$ cat src/rtl/tick_prescaler_pkg.sv
`default_nettype none
// ============================================================================
// tick_prescaler_pkg : shared state encoding, mode codes and default sizes
// Rev 1.0
// ============================================================================
package tick_prescaler_pkg;

    typedef enum logic [0:0] {
        IDLE = 1'b0,
        RUN  = 1'b1
    } state_t;

    localparam logic MODE_CONT  = 1'b0;
    localparam logic MODE_BURST = 1'b1;

    localparam int DEF_DIV_W       = 8;
    localparam int DEF_BURST_W     = 4;
    localparam int DEF_DEFAULT_DIV = 9;

endpackage
`default_nettype wire

$ cat src/rtl/tick_div_core.sv
`default_nettype none
// ============================================================================
// tick_div_core : prescale counter with terminal compare and hold gating
// Rev 1.0
// ============================================================================
module tick_div_core
    import tick_prescaler_pkg::*;
#(
    parameter int DIV_W = DEF_DIV_W
) (
    input  logic             clk,
    input  logic             rst,
    input  logic             run,
    input  logic             hold,
    input  logic [DIV_W-1:0] div_reg,
    output logic             boundary
);

    logic [DIV_W-1:0] pc;
    logic             at_terminal;

    assign at_terminal = (pc == div_reg);
    // Boundary only fires on an edge that actually advances the count.
    assign boundary    = run && !hold && at_terminal;

    always_ff @(posedge clk) begin
        if (!rst) begin
            pc <= '0;
        end else if (!run) begin
            pc <= '0;
        end else if (!hold) begin
            if (at_terminal) begin
                pc <= '0;
            end else begin
                pc <= pc + DIV_W'(1);
            end
        end
    end

endmodule
`default_nettype wire

$ cat src/rtl/tick_prescaler.sv
`default_nettype none
// ============================================================================
// tick_prescaler : run/burst tick strobe generator with divisor reload handshake
// Rev 1.0
// ============================================================================
module tick_prescaler
    import tick_prescaler_pkg::*;
#(
    parameter int DIV_W       = DEF_DIV_W,
    parameter int BURST_W     = DEF_BURST_W,
    parameter int DEFAULT_DIV = DEF_DEFAULT_DIV
) (
    input  logic               clk,
    input  logic               rst,
    input  logic               start,
    input  logic               stop,
    input  logic               hold,
    input  logic               mode,
    input  logic [BURST_W-1:0] burst_len,
    input  logic [DIV_W-1:0]   div_in,
    input  logic               div_load,
    output logic               tick,
    output logic               busy,
    output logic               done,
    output logic               div_ack
);

    state_t             state;
    logic               mode_r;
    logic [BURST_W-1:0] blen_r;
    logic [BURST_W-1:0] tick_cnt;
    logic [BURST_W-1:0] tick_cnt_nxt;
    logic [DIV_W-1:0]   div_reg;
    logic               run;
    logic               boundary;
    logic               last_tick;

    // A stop edge clears the prescale count together with the state change.
    assign run          = (state == RUN) && !stop;
    assign tick_cnt_nxt = tick_cnt + BURST_W'(1);
    assign last_tick    = (tick_cnt_nxt == blen_r);

    tick_div_core #(
        .DIV_W    (DIV_W)
    ) u_div_core (
        .clk      (clk),
        .rst      (rst),
        .run      (run),
        .hold     (hold),
        .div_reg  (div_reg),
        .boundary (boundary)
    );

    always_ff @(posedge clk) begin
        if (!rst) begin
            state    <= IDLE;
            busy     <= 1'b0;
            tick     <= 1'b0;
            done     <= 1'b0;
            div_ack  <= 1'b0;
            tick_cnt <= '0;
            mode_r   <= MODE_CONT;
            blen_r   <= '0;
            div_reg  <= DIV_W'(DEFAULT_DIV);
        end else begin
            tick    <= 1'b0;
            done    <= 1'b0;
            div_ack <= 1'b0;
            case (state)
                IDLE: begin
                    if (div_load) begin
                        div_reg <= div_in;
                        div_ack <= 1'b1;
                    end
                    if (start && !stop) begin
                        state    <= RUN;
                        busy     <= 1'b1;
                        tick_cnt <= '0;
                        mode_r   <= mode;
                        blen_r   <= burst_len;
                    end
                end
                RUN: begin
                    if (stop) begin
                        state    <= IDLE;
                        busy     <= 1'b0;
                        tick_cnt <= '0;
                    end else if (boundary) begin
                        tick <= 1'b1;
                        // Reload lands only between periods so none is cut short.
                        if (div_load) begin
                            div_reg <= div_in;
                            div_ack <= 1'b1;
                        end
                        if (mode_r == MODE_BURST) begin
                            if (last_tick) begin
                                done     <= 1'b1;
                                state    <= IDLE;
                                busy     <= 1'b0;
                                tick_cnt <= '0;
                            end else begin
                                tick_cnt <= tick_cnt_nxt;
                            end
                        end
                    end
                end
                default: begin
                    state <= IDLE;
                    busy  <= 1'b0;
                end
            endcase
        end
    end

endmodule
`default_nettype wire

$ cat config.mk
export PLATFORM = sky130hd
export DESIGN_NAME = tick_prescaler
export DESIGN_NICKNAME = d
export VERILOG_FILES = /design/src/rtl/tick_prescaler_pkg.sv /design/src/rtl/tick_div_core.sv /design/src/rtl/tick_prescaler.sv
export SDC_FILE = /design/constraint.sdc
export NUM_CORES = 1
export LEC_CHECK = 0
export BUFFER_PORTS_ARGS = -buffer_cell sky130_fd_sc_hd__buf_2
export CORE_ASPECT_RATIO = 0.8
export CORE_MARGIN = 2
export CORE_UTILIZATION = 55
export CTS_BUF_LIST = sky130_fd_sc_hd__clkbuf_16
export DETAILED_ROUTE_END_ITERATION = 6
export MAX_ROUTING_LAYER = met4
export PLACE_DENSITY = 0.8
export SLEW_MARGIN = 20
export SYNTH_ARGS = -nofsm -noshare
export SYNTH_HDL_FRONTEND = slang
export SYNTH_SLANG_ARGS = --single-unit
$ cat constraint.sdc
create_clock -name clk -period 2.3 [get_ports clk]
set_clock_uncertainty 0.15 [all_clocks]
set_input_delay 0.23 -clock clk [delete_from_list [all_inputs] [get_ports clk]]
set_output_delay 0.23 -clock clk [all_outputs]
set_load 0.02 [all_outputs]
==> qor.yml <==
status: "finished clean"
synth_edf_count: 0
cap_viol_max_count: 0
syn_avg_cell_area_um2: 9.47
ios: 23
critPathCaptureType: "flip-flop"
post_cts_buffers: 0
coreArea_mm2: 0.00250
final_cells: 220
drv_slew: 0
cp.arrival_ns: 2.07
htree_levels: 2
hold_viol: 0
synth_seq_area_share: 0.404
p_sw_frac: 0.227
slew_headroom: 0.736
setup_ws_ns: 0.240
clock-sinks: 30
leakagePower_nw: 0.742
dieHeight_um: 50.5
p_switching_mw: 0.289
setup-violations-final: 0
drcViolationCount: 0
critical_path_class: "flip-flop to flip-flop"
min_period_ns: 2.06
async_flop_share: 0
grt_max_degree: 27
netlist_area_mm2: 0.00149
yosysUniqueCellTypes: 39
finalSetupTns_ns: 0
nets: 204
cts_root_buffer: "clkbuf_16"
finalCritPeriodShare: 0.896
synth_top_area_share: 0.404
grtUsageTotal: 0.225
dp_hpwl_um: 2190
ys_top_cells_by_area: "dfxtp_1, mux2i_1, xor2_1"
post_drt_via_cell_ratio: 5.22
seqPwrFrac: 0.436
insertion_delay_ns: 0.27
start_kind: "flip-flop"
num_antenna_cells: 0
pre_cts_ws_ns: 0.261
die_x_um: 62.1
grt_pass1_wl_um: 5130
dr.pass1.iters: 4
drive_above_1_share: 0.196
drt_iter0_markers: 40
syn_inst: 157
area_growth_pct: 18.9
rows: 16
routed_wirelength_um: 2940
finalPower_mw: 1.27
start_util: 0.594
cts_resized: 0
overflow: 0
die-area_mm2: 0.00314
yosysWarnings: 0
rsz0062_at_grt: "false"
synth_largest_area_cell: "dfxtp_1"
vias: 1149
wl_per_cell_um: 13.4
required_ns: 2.31
crit_fanout: 4
dp.cells: 212
antenna_found_initial: 0
power_density_mw_per_mm2: 721
intPower_mw: 0.985
ys_ff_latch: 30
worstMarginPinSlew_ns: 0.396
port_buffers: 22
gp_congestion: 0.875
numCtsBuffers: 5
synthesis.nets: 178
peakVddDrop_v: 0.000562
clk_pin_slew_worst_paths_ns: 0.05
min_path_type: "input pin to flip-flop"
clkPwrFrac: 0.473
clock.fmax_ghz: 0.486
ctsHoldBuffers: 0
grt_pass1_vias: 1117
pwr-share-comb: 0.092
cts.path.max_buffers: 2
drtAntennaViolNets: 0
cts_tree: "done"
ys.flop_type: "dfxtp_1"
-- routing by layer --
layer | part of all wire | routed length (um) | GRT usage | up-vias
met4 | 0.021 | 63 | 0.0889 | 0
li1 | - | - | - | 588
met3 | 0.067 | 197 | 0.0919 | 8
met1 | 0.47 | 1380 | 0.280 | 523
met5 | 0 | 0 | - | -
met2 | 0.44 | 1310 | 0.328 | 30
-- worst max-delay path: stages (launching register included) --
cell and delay, ns:
dfxtp_1 0.40, ha_1 0.23, xor3_1 0.24, nor3_1 0.28, and2_1 0.27, a311oi_1 0.12
o31a_1 0.24
-- power groups by stage --
stage               logic, mW  registers [mW]  clock network [mW]
floorplan              0.0790           0.564                   0
global placement        0.112           0.563                   0
detailed placement      0.117           0.565                   0
CTS                     0.118           0.554               0.616
global route            0.131           0.556               0.638
finish                  0.117           0.555               0.602
-- stage by stage --
step	area (um2)	hold WS [ns]	util
5_1_grt	1770	0.0583	0.706
3_5_place_dp	1630	0.322	0.651
6_report	1770	0.0463	0.706
3_3_place_gp	1630	0.308	0.651
4_1_cts	1770	0.0450	0.706
2_1_floorplan	1490	0.159	-
-- placed cells by master, fill, tap and decap left out, types with 2 or more instances in the layout --
cell and count:
o21ai_0 2, xor2_1 11, nor3_1 3, mux2i_1 14, ha_1 2, and4_1 2, nand3_1 6, buf_4 2
buf_2 22, and2_1 4, clkbuf_16 5, nor2b_1 14, inv_1 3, nand2_1 19, a21oi_1 5, xnor2_1 8
nor2_1 10, dfxtp_1 30
-- kinds of logic (layout without fill, tap and decap cells) --
kind of cell | count (synthesis) | count (layout) | synth area share
xor gates and xnor gates | 21 | 21 | 0.139
AOI/OAI and AO/OA | 14 | 14 | 0.0640
muxes | 14 | 14 | 0.0943
buffers and inverters | 7 | 34 | 0.0236
and+or+nand+nor | 69 | 69 | 0.258
DFF | 30 | 30 | 0.404
adders and majority gates | 2 | 2 | 0.0168
-- Yosys cell counts, types with 2 or more instances --
library cell	instances
xor2_1	11
xnor2_1	8
nand3_1	6
and2_1	4
o21ai_0	2
nor2_1	10
nand2_1	19
inv_1	2
nor3_1	3
a21oi_1	5
ha_1	2
and4_1	2
dfxtp_1	30
clkbuf_1	2
nor2b_1	14
mux2i_1	14
-- final timing paths --
path	start	to	slack (ns)	depth (start not counted)
setup reg to reg	tick_cnt[0]	busy	0.24	6
setup / recovery	tick_cnt[0]	busy	0.24	6
hold / removal	div_in[6]	div_reg[6]	0.05	3
hold reg to reg	div_reg[7]	div_reg[7]	0.32	2
-- cell type report --
cell class	instances	area, um2
multi-input cells	120	851
fillers	215	736
flip-flops and latches	30	601
clock buffers	5	125
repair buffers	24	125
well taps	36	45.0
clock inverters	3	12.5
inverters	2	7.51
(Power assumes the default switching activity.)
